**src/rtl/load_store_unit.sv**
```systemverilog
// Load/store unit: single-outstanding req/ack data-bus master with lane steering and load extension.
// Define LSU_MISALIGN_TRAP_EN to trap misaligned accesses; otherwise low address bits are truncated.
module load_store_unit #(
   parameter int ADDR_W         = 32,
   parameter int TIMEOUT_CYCLES = 255
) (
   input  logic              clk,
   input  logic              rst,
   input  logic              memReq,
   input  logic              memWrite,
   input  logic [2:0]        loadCtrl,
   input  logic [1:0]        storeCtrl,
   input  logic [ADDR_W-1:0] addr,
   input  logic [31:0]       storeData,
   output logic [31:0]       loadData,
   output logic              lsuBusy,
   output logic              lsuDone,
   output logic              lsuErr,
   output logic              busReq,
   output logic              busWe,
   output logic [ADDR_W-1:0] busAddr,
   output logic [31:0]       busWData,
   output logic [3:0]        busByteEn,
   input  logic [31:0]       busRData,
   input  logic              busAck
);

   typedef enum logic [1:0] {
      S_IDLE   = 2'd0,
      S_ACCESS = 2'd1,
      S_DONE   = 2'd2
   } state_t;

   // Size encoding shared by loadCtrl[1:0] and storeCtrl: 00 byte, 01 half, 10 word.
   localparam logic [1:0]  C_SZ_BYTE  = 2'b00;
   localparam logic [1:0]  C_SZ_HALF  = 2'b01;
   localparam logic [15:0] C_TMO_LAST = 16'(TIMEOUT_CYCLES - 1);

   state_t            r_state;
   logic [1:0]        r_addr_lo;
   logic [2:0]        r_load_ctrl;
   logic [15:0]       r_tmo;
   logic [31:0]       r_load_data;
   logic              r_busy;
   logic              r_done;
   logic              r_err;
   logic              r_bus_req;
   logic              r_bus_we;
   logic [ADDR_W-1:0] r_bus_addr;
   logic [31:0]       r_bus_wdata;
   logic [3:0]        r_bus_be;

   logic [1:0]        w_size;
   logic              w_illegal;
   logic              w_req_err;
   logic [3:0]        w_be;
   logic [31:0]       w_wdata;
   logic [ADDR_W-1:0] w_bus_addr;
   logic [7:0]        w_byte;
   logic [15:0]       w_half;
   logic [31:0]       w_load_fmt;

   // NOTE: every always_comb output gets a default first so no path can infer a latch.
   always_comb begin
      w_size    = memWrite ? storeCtrl : loadCtrl[1:0];
      w_illegal = 1'b0;
      if (memWrite) begin
         w_illegal = (storeCtrl == 2'b11);
      end else begin
         case (loadCtrl)
            3'b000, 3'b001, 3'b010, 3'b100, 3'b101: w_illegal = 1'b0;
            default:                                w_illegal = 1'b1;
         endcase
      end
   end

`ifdef LSU_MISALIGN_TRAP_EN
   logic w_misalign;

   always_comb begin
      w_misalign = 1'b0;
      if (w_size == C_SZ_HALF) begin
         w_misalign = addr[0];
      end else if (w_size != C_SZ_BYTE) begin
         w_misalign = (addr[1:0] != 2'b00);
      end
   end

   assign w_req_err = w_illegal | w_misalign;
`else
   assign w_req_err = w_illegal;
`endif

   // Halfword lanes ignore addr[0] and word lanes ignore addr[1:0], which gives the truncation for free.
   always_comb begin
      w_bus_addr = {addr[ADDR_W-1:2], 2'b00};
      case (w_size)
         C_SZ_BYTE: begin
            w_be    = 4'b0001 << addr[1:0];
            w_wdata = {4{storeData[7:0]}};
         end
         C_SZ_HALF: begin
            w_be    = addr[1] ? 4'b1100 : 4'b0011;
            w_wdata = {2{storeData[15:0]}};
         end
         default: begin
            w_be    = 4'b1111;
            w_wdata = storeData;
         end
      endcase
   end

   always_comb begin
      case (r_addr_lo)
         2'd0:    w_byte = busRData[7:0];
         2'd1:    w_byte = busRData[15:8];
         2'd2:    w_byte = busRData[23:16];
         default: w_byte = busRData[31:24];
      endcase
      w_half = r_addr_lo[1] ? busRData[31:16] : busRData[15:0];
      case (r_load_ctrl)
         3'b000:  w_load_fmt = {{24{w_byte[7]}}, w_byte};
         3'b001:  w_load_fmt = {{16{w_half[15]}}, w_half};
         3'b100:  w_load_fmt = {24'd0, w_byte};
         3'b101:  w_load_fmt = {16'd0, w_half};
         default: w_load_fmt = busRData;
      endcase
   end

   // NOTE: sequential state uses non-blocking assignments only, so every register samples pre-edge values.
   always_ff @(posedge clk) begin
      if (rst) begin
         r_state     <= S_IDLE;
         r_addr_lo   <= 2'b00;
         r_load_ctrl <= 3'b000;
         r_tmo       <= 16'd0;
         r_load_data <= 32'd0;
         r_busy      <= 1'b0;
         r_done      <= 1'b0;
         r_err       <= 1'b0;
         r_bus_req   <= 1'b0;
         r_bus_we    <= 1'b0;
         r_bus_addr  <= '0;
         r_bus_wdata <= 32'd0;
         r_bus_be    <= 4'b0000;
      end else begin
         case (r_state)
            S_IDLE: begin
               if (memReq) begin
                  r_addr_lo   <= addr[1:0];
                  r_load_ctrl <= loadCtrl;
                  r_busy      <= 1'b1;
                  if (w_req_err) begin
                     r_state <= S_DONE;
                     r_done  <= 1'b1;
                     r_err   <= 1'b1;
                  end else begin
                     r_state     <= S_ACCESS;
                     r_tmo       <= 16'd0;
                     r_bus_req   <= 1'b1;
                     r_bus_we    <= memWrite;
                     r_bus_addr  <= w_bus_addr;
                     r_bus_wdata <= w_wdata;
                     r_bus_be    <= w_be;
                  end
               end
            end
            S_ACCESS: begin
               // Ack is tested first so an ack on the final timeout cycle still completes cleanly.
               if (busAck || (r_tmo == C_TMO_LAST)) begin
                  if (busAck && !r_bus_we) begin
                     r_load_data <= w_load_fmt;
                  end
                  r_state     <= S_DONE;
                  r_done      <= 1'b1;
                  r_err       <= ~busAck;
                  r_bus_req   <= 1'b0;
                  r_bus_we    <= 1'b0;
                  r_bus_addr  <= '0;
                  r_bus_wdata <= 32'd0;
                  r_bus_be    <= 4'b0000;
               end else begin
                  r_tmo <= r_tmo + 16'd1;
               end
            end
            S_DONE: begin
               r_state <= S_IDLE;
               r_done  <= 1'b0;
               r_err   <= 1'b0;
               r_busy  <= 1'b0;
            end
            default: begin
               r_state <= S_IDLE;
            end
         endcase
      end
   end

   assign loadData  = r_load_data;
   assign lsuBusy   = r_busy;
   assign lsuDone   = r_done;
   assign lsuErr    = r_err;
   assign busReq    = r_bus_req;
   assign busWe     = r_bus_we;
   assign busAddr   = r_bus_addr;
   assign busWData  = r_bus_wdata;
   assign busByteEn = r_bus_be;

endmodule

```
**config.mk**
```make
export PLATFORM = sky130hd
export DESIGN_NAME = load_store_unit
export DESIGN_NICKNAME = d
export VERILOG_FILES = /design/src/rtl/load_store_unit.sv
export SDC_FILE = /design/constraint.sdc
export NUM_CORES = 1
export LEC_CHECK = 0
export ABC_AREA = 1
export BUFFER_PORTS_ARGS = -buffer_cell sky130_fd_sc_hd__buf_2
export CELL_PAD_IN_SITES_DETAIL_PLACEMENT = 2
export CELL_PAD_IN_SITES_GLOBAL_PLACEMENT = 2
export CORE_UTILIZATION = 26
export DETAILED_ROUTE_END_ITERATION = 7
export HOLD_SLACK_MARGIN = 0.02
export PLACE_DENSITY_LB_ADDON = 0.1
export SKIP_LAST_GASP = 1
export SLEW_MARGIN = 20
export SYNTH_ARGS = -nofsm -noshare
export SYNTH_HDL_FRONTEND = slang
export SYNTH_SLANG_ARGS = --single-unit
```
**constraint.sdc**
```tcl
create_clock -name clk -period 1.9 [get_ports clk]
set_clock_uncertainty 0.05 [all_clocks]
set_input_delay 0.475 -clock clk [delete_from_list [all_inputs] [get_ports clk]]
set_output_delay 0.475 -clock clk [all_outputs]
set_load 0.05 [all_outputs]
```
==> metrics.txt <==
status=finished clean; Leak=3.92 nW; leading cell types in the layout, fill and taps excluded=nand2_1, buf_2, dfxtp_1; Yosys warning count=0; final-stage net count=1,247; Setup crit start kind=register; clock tree from TritonCTS=done; Cell variety after synth=37; clock latency reported for the late side of the worst-skew pair=0.42 ns; highest attainable clock frequency=568 MHz; switching power share of the total=0.417; Max IR drop VDD=0.000539 V; sequential-to-total area share from yosys stat=0.415; number of design rule violations left after detail routing=0; period utilization=0.926; overall fraction of global-route tracks in use=0.198; average wire per standard cell=15.9 µm; worst hold slack across all endpoints=0.247 ns; Initial Util=0.267; CTS H-tree depth=4; number of sinks driven by the clock tree=126; minimum setup slack among reg-to-reg paths=0.14 ns; sequential fraction of design power=0.300; clock-pin slew reported for the worst setup and hold paths after clock tree synthesis=0.06 ns; Clk network pwr share=0.309; post-detail-place hpwl=17,500 µm; kind of capture point of the worst setup path=register; number of global-route vias before repair=7,041; amount of wire on met3 after detailed routing=969 µm; WL met2=11,400 µm; required time reported for the critical path endpoint=2.16 ns; Worst Setup Path Type=register to register; synthesized-area fraction occupied by ao, oa, aoi and oai cells=0.187; number of buffers created by CTS=17; top metal layer carrying routed signals=met5; endpoint arrival time on the critical path=2.02 ns; root buffer cell=clkbuf_16; basic-gate share of the synthesized area counting and, or, nand and nor cells=0.284; dominant combinational cell family by area after synthesis=simple AND/OR/NAND/NOR gates; most common cell after layout, fill and taps aside=nand2_1; count of pins over their slew limit=0; PD cells=1270 nW/µm²; standard-cell row count=55; cell internal pwr=6.25 mW; Remaining Overflow, GRT=0; relative contribution of combinational cells to total power=0.391; Die X=155 µm; placer's final routability congestion estimate=0.763; height of the die=155 µm; number of antenna violations at the first check in global routing=4; instance count of the mapped netlist=907; number of cells in the finished layout apart from fillers=1,463; Core Region=22,800 µm²; unrepaired setup endpoints after global routing=yes; Net Sw Power=4.47 mW; Setup violations, final=0; #FFs+latches synth=126; post-detailed-routing wire length=23,300 µm; growth of design area from synthesis to finish=38.5%; overall die area=24,000 µm²; drt first pass iters=4; post-synthesis share of cell area spent on xor and xnor gates=0.00577; adder-cell share of the synthesized area=0.0103; portion of netlist area occupied by mux cells=0; Placed Cells incl. Taps=1,424; Post-Synthesis Mean Instance Area=6.70 µm²; number of max-cap violations=0; path category of the worst min-delay check=input port to register; Syn Std Cell Area=6070 µm²; total via count after detailed routing=6,794; Initial DRC Count=214; Hold Violations, Final=0; fraction of final layout cells sized beyond drive strength 1=0.276; maximum number of pins on one net before global-route repair=33; first-pass GRT wire length=37,100 µm; number of I/O port buffers=208; Vias/cell=4.64; Met1 Routed Length=10,700 µm; Total Neg Setup Slack=0 ns; post-route antenna net violation count=0; I/O pin count=211; buffer depth of the longest clock path=2; Min Clock Period, post-route=1.76 ns; crit path max fanout=15
[synthesized netlist by cell type]
master    number  area (µm²)
a211oi_1       1        7.51
a21boi_1       1        7.51
a21oi_1       99         495
a21oi_2        1        8.76
buf_1          4        15.0
buf_2         13        65.1
buf_4          4        30.0
buf_6          6        67.6
clkbuf_1      23        86.3
clkbuf_2       2        10.0
clkinv_1       1        3.75
conb_1         1        3.75
dfxtp_1      126        2520
ha_1           5        62.6
inv_1         81         304
inv_2          2        7.51
nand2_1      261         980
nand2_2        2        12.5
nand2_4        1        11.3
nand3_1       33         165
nand3_2        2        20.0
nand4_1        9        56.3
nor2_1        99         372
nor2_2         2        12.5
nor3_1         2        10.0
nor3_4         1        16.3
o211ai_1       8        60.1
o21a_1         6        45.0
o21ai_0       74         370
o21ai_1        5        25.0
o21ai_2        2        17.5
o21bai_1       4        30.0
o22ai_1       11        68.8
or2_0          2        12.5
or2_2          9        56.3
xnor2_1        2        17.5
xor2_1         2        17.5
[logic make-up (layout without fill, tap and decap cells)]
family	count (synthesis)	after routing
other	1	4
xor gates and xnor gates	4	4
adders and majority gates	5	5
and+or+nand+nor	423	423
AOI/OAI and AO/OA	212	212
buffers and inverters	136	376
DFF	126	126
[worst paths after layout]
| path | start | cells after the start | to |
|---|---|---|---|
| min reg2reg | busAddr[7] | 2 | busAddr[7] |
| max reg2reg | r_state[1] | 10 | loadData[8] |
| max | r_state[1] | 10 | loadData[8] |
| min | addr[29] | 3 | busAddr[29] |
[per-layer routing]
layer  GRT usage  up-vias
met5           0        -
met4      0.0509        4
met3      0.0454       22
met2       0.342      131
met1       0.246     3279
li1            -     3358
[registers in the layout (all words and copies together), names as in the netlist]
| register | cells |
|---|---|
| lsuDone | 1 |
| busByteEn | 4 |
| loadData | 32 |
| lsuBusy | 1 |
| r_load_ctrl | 3 |
| busWe | 1 |
| r_tmo | 16 |
| r_state | 2 |
| busAddr | 30 |
| r_addr_lo | 2 |
| busWData | 32 |
| lsuErr | 1 |
| busReq | 1 |
[power by group through the flow]
stage          clock network [mW]  logic [mW]  registers [mW]
5_1_grt                      3.52        4.59            3.26
6_report                     3.31        4.20            3.21
3_3_place_gp                    0        4.09            3.26
3_5_place_dp                    0        4.14            3.27
2_1_floorplan                   0        1.72            4.28
4_1_cts                      3.41        4.15            3.22
[worst max-delay path, cell delays in order (launching register included)]
cell and delay (ns):
dfxtp_1 0.31, inv_1 0.10, ha_2 0.21, buf_4 0.14
nand2_1 0.09, nor2_4 0.14, buf_12 0.15, buf_12 0.14
o21ai_0 0.08, o21ai_0 0.18, inv_1 0.06
[what timing repair did]
| action | CTS | global route |
|---|---|---|
| resized for setup | 0 | 11 |
| buffers inserted | 0 | 5 |
| hold buffers | 0 | 0 |
| endpoints found under the setup margin | 0 | 113 |
[final cells by class]
class,instances,area [µm²]
inverters,84,315
multi-input cells,646,2980
well taps,313,392
fillers,2779,14400
flip-flops and latches,126,2520
repair buffers,261,1610
diodes,2,5.00
clock inverters,14,158
clock buffers,17,425
[through the flow]
stage,power [mW],cell area (µm²),setup slack (ns),utilization
floorplan,6.00,6080,0.254,-
global placement,7.34,7720,0.0829,0.339
detailed placement,7.41,7720,0.0194,0.339
CTS,10.8,8300,0.0229,0.365
global route,11.4,8410,0.00534,0.369
finish,10.7,8410,0.141,0.369
Power figures use the tool's default switching activity.
